[src/rtl/ervp_mmio_wide_reg_arbiter.sv]
// ervp_mmio_wide_reg_arbiter: round-robin arbiter that hands one MMIO requester
// a complete NUM_WORDS-access burst on a multi-word wide register port.
`default_nettype none

module ervp_mmio_wide_reg_arbiter #(
  parameter int BW_MMIO      = 32,
  parameter int BW_WIDE_DATA = 32,
  parameter int NUM_REQ      = 2,
  localparam int NUM_WORDS_RAW = (BW_WIDE_DATA + BW_MMIO - 1) / BW_MMIO,
  localparam int NUM_WORDS     = (NUM_WORDS_RAW < 1) ? 1 : NUM_WORDS_RAW,
  localparam int BW_INDEX      = (NUM_WORDS > 1) ? $clog2(NUM_WORDS) : 1
) (
  input  logic                       clk,
  input  logic                       rstnn,
  input  logic                       clear,
  input  logic                       enable,
  input  logic [NUM_REQ-1:0]         req_access,
  input  logic [NUM_REQ-1:0]         req_we,
  input  logic [NUM_REQ*BW_MMIO-1:0] req_wdata,
  output logic [NUM_REQ-1:0]         req_grant,
  output logic [BW_MMIO-1:0]         req_rdata,
  output logic [NUM_REQ-1:0]         req_owner,
  output logic                       busy,
  output logic [BW_INDEX-1:0]        word_index,
  output logic                       wreg_enable,
  output logic                       wreg_clear,
  output logic                       wreg_re,
  output logic                       wreg_we,
  output logic [BW_MMIO-1:0]         wreg_wdata,
  input  logic [BW_MMIO-1:0]         wreg_rdata
);

  typedef enum logic [0:0] {
    ST_IDLE   = 1'b0,
    ST_LOCKED = 1'b1
  } state_t;

  localparam logic [BW_INDEX-1:0] LAST_WORD = BW_INDEX'(NUM_WORDS - 1);
  localparam logic [NUM_REQ-1:0]  LS_RESET  = {1'b1, {(NUM_REQ-1){1'b0}}};

  state_t                r_state;
  logic [NUM_REQ-1:0]    r_owner;
  logic [NUM_REQ-1:0]    r_last_served;
  logic [BW_INDEX-1:0]   r_word_cnt;

  int                    w_ls_idx;
  logic [2*NUM_REQ-1:0]  w_req_dbl;
  logic [NUM_REQ-1:0]    w_rot;
  logic [NUM_REQ-1:0]    w_first;
  logic [2*NUM_REQ-1:0]  w_gnt_dbl;
  logic [NUM_REQ-1:0]    w_rr_pick;
  logic [NUM_REQ-1:0]    w_grant;
  logic [BW_MMIO-1:0]    w_wdata;
  logic                  w_go;
  logic                  w_any;
  logic                  w_gnt_we;

  // Rotate requests so the slot after last_served sits at bit 0, take the
  // lowest set bit, then rotate the pick back into requester numbering.
  always_comb begin
    w_ls_idx = 0;
    for (int i = 0; i < NUM_REQ; i++) begin
      if (r_last_served[i]) w_ls_idx = i;
    end
    w_req_dbl = {req_access, req_access};
    w_rot     = NUM_REQ'(w_req_dbl >> (w_ls_idx + 1));
    w_first   = w_rot & (-w_rot);
    w_gnt_dbl = {{NUM_REQ{1'b0}}, w_first} << (w_ls_idx + 1);
    w_rr_pick = w_gnt_dbl[NUM_REQ-1:0] | w_gnt_dbl[2*NUM_REQ-1:NUM_REQ];
  end

  assign w_go = enable & ~clear;

  always_comb begin
    w_grant = '0;
    if (w_go) begin
      if (r_state == ST_LOCKED) w_grant = r_owner & req_access;
      else                      w_grant = w_rr_pick;
    end
  end

  always_comb begin
    w_wdata = '0;
    for (int i = 0; i < NUM_REQ; i++) begin
      if (w_grant[i]) w_wdata = w_wdata | req_wdata[BW_MMIO*(i+1)-1 -: BW_MMIO];
    end
  end

  assign w_any    = |w_grant;
  assign w_gnt_we = |(w_grant & req_we);

  always_ff @(posedge clk or negedge rstnn) begin
    if (!rstnn) begin
      r_state       <= ST_IDLE;
      r_owner       <= '0;
      r_word_cnt    <= '0;
      r_last_served <= LS_RESET;
    end else if (clear) begin
      r_state       <= ST_IDLE;
      r_owner       <= '0;
      r_word_cnt    <= '0;
      r_last_served <= LS_RESET;
    end else if (w_any) begin
      if (r_word_cnt == LAST_WORD) begin
        // Single-word registers land here on every grant, so they never lock.
        r_state       <= ST_IDLE;
        r_owner       <= '0;
        r_word_cnt    <= '0;
        r_last_served <= w_grant;
      end else begin
        r_state    <= ST_LOCKED;
        r_owner    <= w_grant;
        r_word_cnt <= r_word_cnt + BW_INDEX'(1);
      end
    end
  end

  assign req_grant   = w_grant;
  assign req_rdata   = wreg_rdata;
  assign req_owner   = r_owner;
  assign busy        = (r_state == ST_LOCKED);
  assign word_index  = r_word_cnt;
  assign wreg_enable = enable;
  assign wreg_clear  = clear;
  assign wreg_re     = w_any & ~w_gnt_we;
  assign wreg_we     = w_gnt_we;
  assign wreg_wdata  = w_wdata;

endmodule

`default_nettype wire

[config.mk]
export PLATFORM = sky130hd
export DESIGN_NAME = ervp_mmio_wide_reg_arbiter
export DESIGN_NICKNAME = d
export VERILOG_FILES = /design/src/rtl/ervp_mmio_wide_reg_arbiter.sv
export SDC_FILE = /design/constraint.sdc
export NUM_CORES = 1
export LEC_CHECK = 0
export CORE_ASPECT_RATIO = 1.5
export CORE_MARGIN = 3
export CORE_UTILIZATION = 17
export DETAILED_ROUTE_END_ITERATION = 10
export PLACE_DENSITY = 0.81
export SKIP_LAST_GASP = 1
export SLEW_MARGIN = 40
export SYNTH_ARGS = -nofsm -noshare
export SYNTH_HDL_FRONTEND = slang
export SYNTH_SLANG_ARGS = --single-unit
[constraint.sdc]
create_clock -name clk -period 2.2 [get_ports clk]
set_input_delay 0.55 -clock clk [delete_from_list [all_inputs] [get_ports clk]]
set_output_delay 0.55 -clock clk [all_outputs]
set_load 0.01 [all_outputs]
Yosys cells after proc, flatten, opt, wreduce, memory -nomap -nowiden
Index checks and enable logic that the tools add are counted.
{"block": "totals", "regBits": 6, "word_cells": 40}
{"block": "classes", "add_sub_neg": 3, "n_eq_ne": 1, "n_shift": 2, "mux": 17, "n_bitwise": 9, "n_reduce_logical": 4}
{"cell": "$mux W32", "count": 2}
{"cell": "$add A32 B2 Y32 const B", "count": 1}
{"cell": "$or A32 B32 Y32", "count": 1}
{"cell": "$shl A2 B32 Y4", "count": 1}
{"cell": "$shr A4 B32 Y2", "count": 1}
{"cell": "$mux W2", "count": 8}
{"cell": "$mux W1", "count": 7}
{"cell": "$and A2 B2 Y2", "count": 3}
{"cell": "$reduce_or A2 Y1", "count": 2}
{"cell": "$and A1 B1 Y1", "count": 2}
{"cell": "$ne A2 B2 Y1 const B", "count": 1}
{"cell": "$neg A2 Y2", "count": 1}
{"cell": "$not A1 Y1", "count": 2}
{"cell": "$or A2 B2 Y2", "count": 1}
{"cell": "$reduce_and A2 Y1", "count": 1}
{"cell": "$reduce_bool A2 Y1", "count": 1}
{"cell": "$add A1 B1 Y1 const B", "count": 1}

Longest topological paths before layout
{"block": "depth", "ltp_word": 13, "ltp_mapped": 4, "depth_no_buf": 3}

Least setup slack after synthesis
Ideal clock, no wire load.
{"block": "synth_path", "kind": "input to output", "from": "input req_access[1]", "to": "output wreg_wdata[20]", "t_arrival_ns": 1.343, "required_ns": 1.650, "setup_slack_ns": 0.307, "cell_stages": 4, "cell_sequence": "nor2b_2 -> nor3_4 -> buf_6 -> a22o_1"}
{"block": "synth_via", "elab_chain_len": 10}
{"item": "start, declared", "line_no": "17", "text": "input logic [NUM_REQ-1:0] req_access,"}
{"item": "$shr A4 B32 Y2 (*)", "line_no": "66", "text": "w_rot = NUM_REQ'(w_req_dbl >> (w_ls_idx + 1));"}
{"item": "$neg A2 Y2", "line_no": "67", "text": "w_first = w_rot & (-w_rot);"}
{"item": "$and A2 B2 Y2 (*)", "line_no": "67"}
{"item": "$shl A2 B32 Y4 (*)", "line_no": "68", "text": "w_gnt_dbl = {{NUM_REQ{1'b0}}, w_first} << (w_ls_idx + 1);"}
{"item": "$or A2 B2 Y2 (*)", "line_no": "69", "text": "w_rr_pick = w_gnt_dbl[NUM_REQ-1:0] | w_gnt_dbl[2*NUM_REQ-1:NUM_REQ];"}
{"item": "$mux W2 (*)", "line_no": "77", "text": "if (r_state == ST_LOCKED) w_grant = r_owner & req_access;"}
{"item": "$mux W2 (*)", "line_no": "76", "text": "if (w_go) begin"}
{"item": "net req_grant[0]", "line_no": "20", "text": "output logic [NUM_REQ-1:0] req_grant,"}
{"item": "$mux W32 (*)", "line_no": "85", "text": "if (w_grant[i]) w_wdata = w_wdata | req_wdata[BW_MMIO*(i+1)-1 -: BW_MMIO];"}
{"item": "$or A32 B32 Y32", "line_no": "85"}
{"item": "$mux W32 (*)", "line_no": "85"}
{"item": "end, declared", "line_no": "29", "text": "output logic [BW_MMIO-1:0] wreg_wdata,"}
The timed path passes the listed nets; every way through them passes the cells marked *.

Worst setup path in the final report
{"block": "layout_path", "from": "input req_access[1]", "to": "output wreg_wdata[31]"}
{"block": "layout_via", "elab_chain_len": 10}
{"item": "$shr A4 B32 Y2", "line_no": "66"}
{"item": "$neg A2 Y2", "line_no": "67"}
{"item": "$and A2 B2 Y2", "line_no": "67"}
{"item": "$shl A2 B32 Y4", "line_no": "68"}
{"item": "$or A2 B2 Y2", "line_no": "69"}
{"item": "$mux W2 (*)", "line_no": "77"}
{"item": "$mux W2 (*)", "line_no": "76"}
{"item": "$mux W32", "line_no": "85"}
{"item": "$or A32 B32 Y32", "line_no": "85"}
{"item": "$mux W32 (*)", "line_no": "85"}
Every way passes the cells marked *; elsewhere a longest branch is shown, timed or not.

==> impl_metrics.env <==
export IMPL_drive_gt1_frac=0.4068
export IMPL_crit_start="req_access[1]"
export IMPL_rows=29
export IMPL_start_util=0.1777
export IMPL_largest_register="r_last_served"
export IMPL_antenna_found_initial=0
export IMPL_max_cap_violations=0
export IMPL_grt_overflow=0
export IMPL_route_detailed_drc=0
export IMPL_synth_area_top_cells="buf_4, a22o_1, a22o_2"
export IMPL_synthDistinctLibCells=16
export IMPL_place_gp_congestion=0.6674
export IMPL_reg2reg_from="r_last_served[1]"
export IMPL_grtUsageTotal=0.1293
export IMPL_hold_viol_final=0
export IMPL_nNetsFinal=283
export IMPL_switching_share=0.3098
export IMPL_syn_cell_area_sq_um=754.5
export IMPL_p_per_area_nw_per_um2=183.6
export IMPL_dr_pass1_iters=2
export IMPL_startpoint_type="primary input"
export IMPL_ios=178
export IMPL_grt_pass1_wl_mm=5.140
export IMPL_leakagePower_uw=0.0008101
export IMPL_synthToLayoutAreaGrowth_pct=129.0
export IMPL_crit_arrival_ns=1.62
export IMPL_drtIter0Drc=8
export IMPL_pwr_share_seq=0.073
export IMPL_final_cells=223
export IMPL_ys_seq_elements=1
export IMPL_design_area_sq_um=1728
export IMPL_cpMaxStageDelayCell="a22o_2"
export IMPL_dp_hpwl_mm=2.790
export IMPL_port_buffers=109
export IMPL_hold_path_class="reg2reg"
export IMPL_hold_buffers=0
export IMPL_die_x_microns=60.40
export IMPL_path_class="in2out"
export IMPL_comb_power_share=0.927
export IMPL_fin_crit_sh=0.9870
export IMPL_yosysTopAreaCellShare=0.3881
export IMPL_largest_reg_flops=1
export IMPL_power_switching_uw=98.26
export IMPL_grt_max_degree=17
export IMPL_cp_common_cell="buf_6"
export IMPL_clkPwrFrac=0
export IMPL_yosysSeqAreaShare=0.03483
export IMPL_vias_per_cell=4.596
export IMPL_worst_slack_ns=0.02856
export IMPL_grt_setup_unrepaired="true"
export IMPL_clk_latency_ns=0
export IMPL_dieArea_sq_um=5290
export IMPL_cpPeakStageDelay_ns=0.24
export IMPL_grt_pass1_vias=996
export IMPL_post_synth_cell_area_avg_sq_um=8.383
export IMPL_die_h_microns=87.59
export IMPL_yosysWarnings=0
export IMPL_drv_slew=0
export IMPL_antenna_left=0
export IMPL_synth_area_leader_cell="buf_4"
export IMPL_endpoint_kind="output pin"
export IMPL_cp_max_fo=8
export IMPL_post_drt_wl_per_cell_microns=17.30
export IMPL_place_area_sq_um=1663
export IMPL_num_vias=1025
export IMPL_n_antenna_cell=0
export IMPL_run_status="completed"
export IMPL_core_region_area_sq_um=4245
export IMPL_hp_start="r_last_served[1]"
export IMPL_cp_cell_sequence="buf_6 -> nor2b_4 -> nor3_4 -> buf_6 -> buf_12 -> buf_16 -> a22o_2 -> buf_2"
export IMPL_pre_cts_slack_ns=-0.7539
export IMPL_n_fill_cell=443
export IMPL_drt_wl_total_mm=3.857
export IMPL_clk_pin_slew_worst_paths_ns=0
export IMPL_peakVddDrop_mv=0.1535
export IMPL_worstPathRequired_ns=1.65
export IMPL_setup_viol=0
export IMPL_synthCells=90
export IMPL_fin_skew_ns=0
export IMPL_fmax_mhz=460.5
export IMPL_fin_crit_ns=2.171
export IMPL_reg_top3="r_last_served: 1 flops"
export IMPL_power_internal_uw=218.9
export IMPL_placedCellCount=212
-- routing by layer --
| layer | share of wire | vias to the layer above | global-route usage |
|---|---|---|---|
| li1 | - | 470 | - |
| met1 | 0.33 | 445 | 0.1415 |
| met2 | 0.48 | 80 | 0.2313 |
| met3 | 0.14 | 30 | 0.02212 |
| met4 | 0.053 | 0 | 0.06452 |
| met5 | 0 | - | 0 |
-- worst max-delay path: cells and delay by family --
kind | cells | cell delay, ns
buffers and inverters | 5 | 0.59
AO/OA/AOI/OAI | 1 | 0.24
AND/OR/NAND/NOR | 2 | 0.22
-- placed cells by master (no fill, tap or decap) --
master            n
a211oi_4          1
buf_8             1
nor2b_4           1
dlygate4sd2_1     2
a22o_2            5
buf_6             8
buf_12            3
nor3_4            1
a211oi_2          1
nor4b_4           1
clkdlybuf4s50_1  69
conb_1            4
nand2_4           1
buf_4             8
buf_16            2
buf_2            15
inv_1             1
a22o_1           25
a21o_1            1
clkbuf_2         19
bufbuf_16         1
o211ai_1          2
dfstp_2           1
nand2_1           1
a22o_4            2
nand2_2           1
-- stage by stage --
stage | hold slack, ns | power, uW | TNS (ns) | util
after floorplan | 0.4022 | 164.4 | 0 | -
after global placement | 0.6515 | 305.7 | -24.58 | 0.3917
after detailed placement | 0.6552 | 307.4 | -25.55 | 0.3917
after CTS | 0.6647 | 323.7 | -0.03052 | 0.4250
after global routing | 0.7085 | 337.5 | -0.1024 | 0.4070
final | 0.6591 | 317.2 | 0 | 0.4070
-- logic make-up after synthesis --
kind of cell,share of synthesized area
buffers and inverters,0.4511
flip-flops,0.03483
other,0.004970
AO/OA/AOI/OAI,0.4494
AND/OR/NAND/NOR,0.05971
-- power groups by stage --
| stage | Clock, uW | Combinational (uW) | Sequential (uW) |
|---|---|---|---|
| global placement | 0 | 283 | 22.6 |
| finish | 0 | 294 | 23.1 |
| CTS | 0 | 301 | 23.2 |
| floorplan | 0 | 141 | 22.9 |
| detailed placement | 0 | 285 | 22.7 |
| global route | 0 | 314 | 23.2 |
-- area by class of cell --
| type | instances | area (sq um) | area share |
|---|---|---|---|
| repair buffers | 128 | 1191 | 0.6894 |
| multi-input cells | 47 | 449.2 | 0.2600 |
| well taps | 46 | 57.56 | 0.03331 |
| flip-flops and latches | 1 | 26.28 | 0.01521 |
| inverters | 1 | 3.754 | 0.002172 |
-- synth_stat cells --
cell	n
inv_1	1
nor2b_2	1
buf_4	39
o211ai_1	2
conb_1	1
a22o_2	7
a211oi_1	1
a21o_1	1
buf_2	2
a211oi_4	1
nor4b_1	1
nand2_1	3
nor3_4	1
buf_6	3
a22o_1	25
dfstp_2	1
-- path summary, 6_finish.rpt --
check	endpoint	slack, ns	depth (start not counted)
worst min register to register	r_last_served[1]	0.66	3
worst min-delay path	r_last_served[1]	0.66	3
max in group asynchronous	r_last_served[1]	1.31	1
min in group asynchronous	r_last_served[1]	0.87	1
worst max register to register	r_last_served[1]	1.30	3
worst max-delay path	wreg_wdata[31]	0.03	8
-- what timing repair did --
item,in CTS,in global routing
setup buffers,5,1
endpoints found under the setup margin,38,32
pin swaps,3,4
cloned,5,0
gates resized for setup,133,28
endpoints found under the hold margin,0,0
Power figures use the tool's default switching activity.
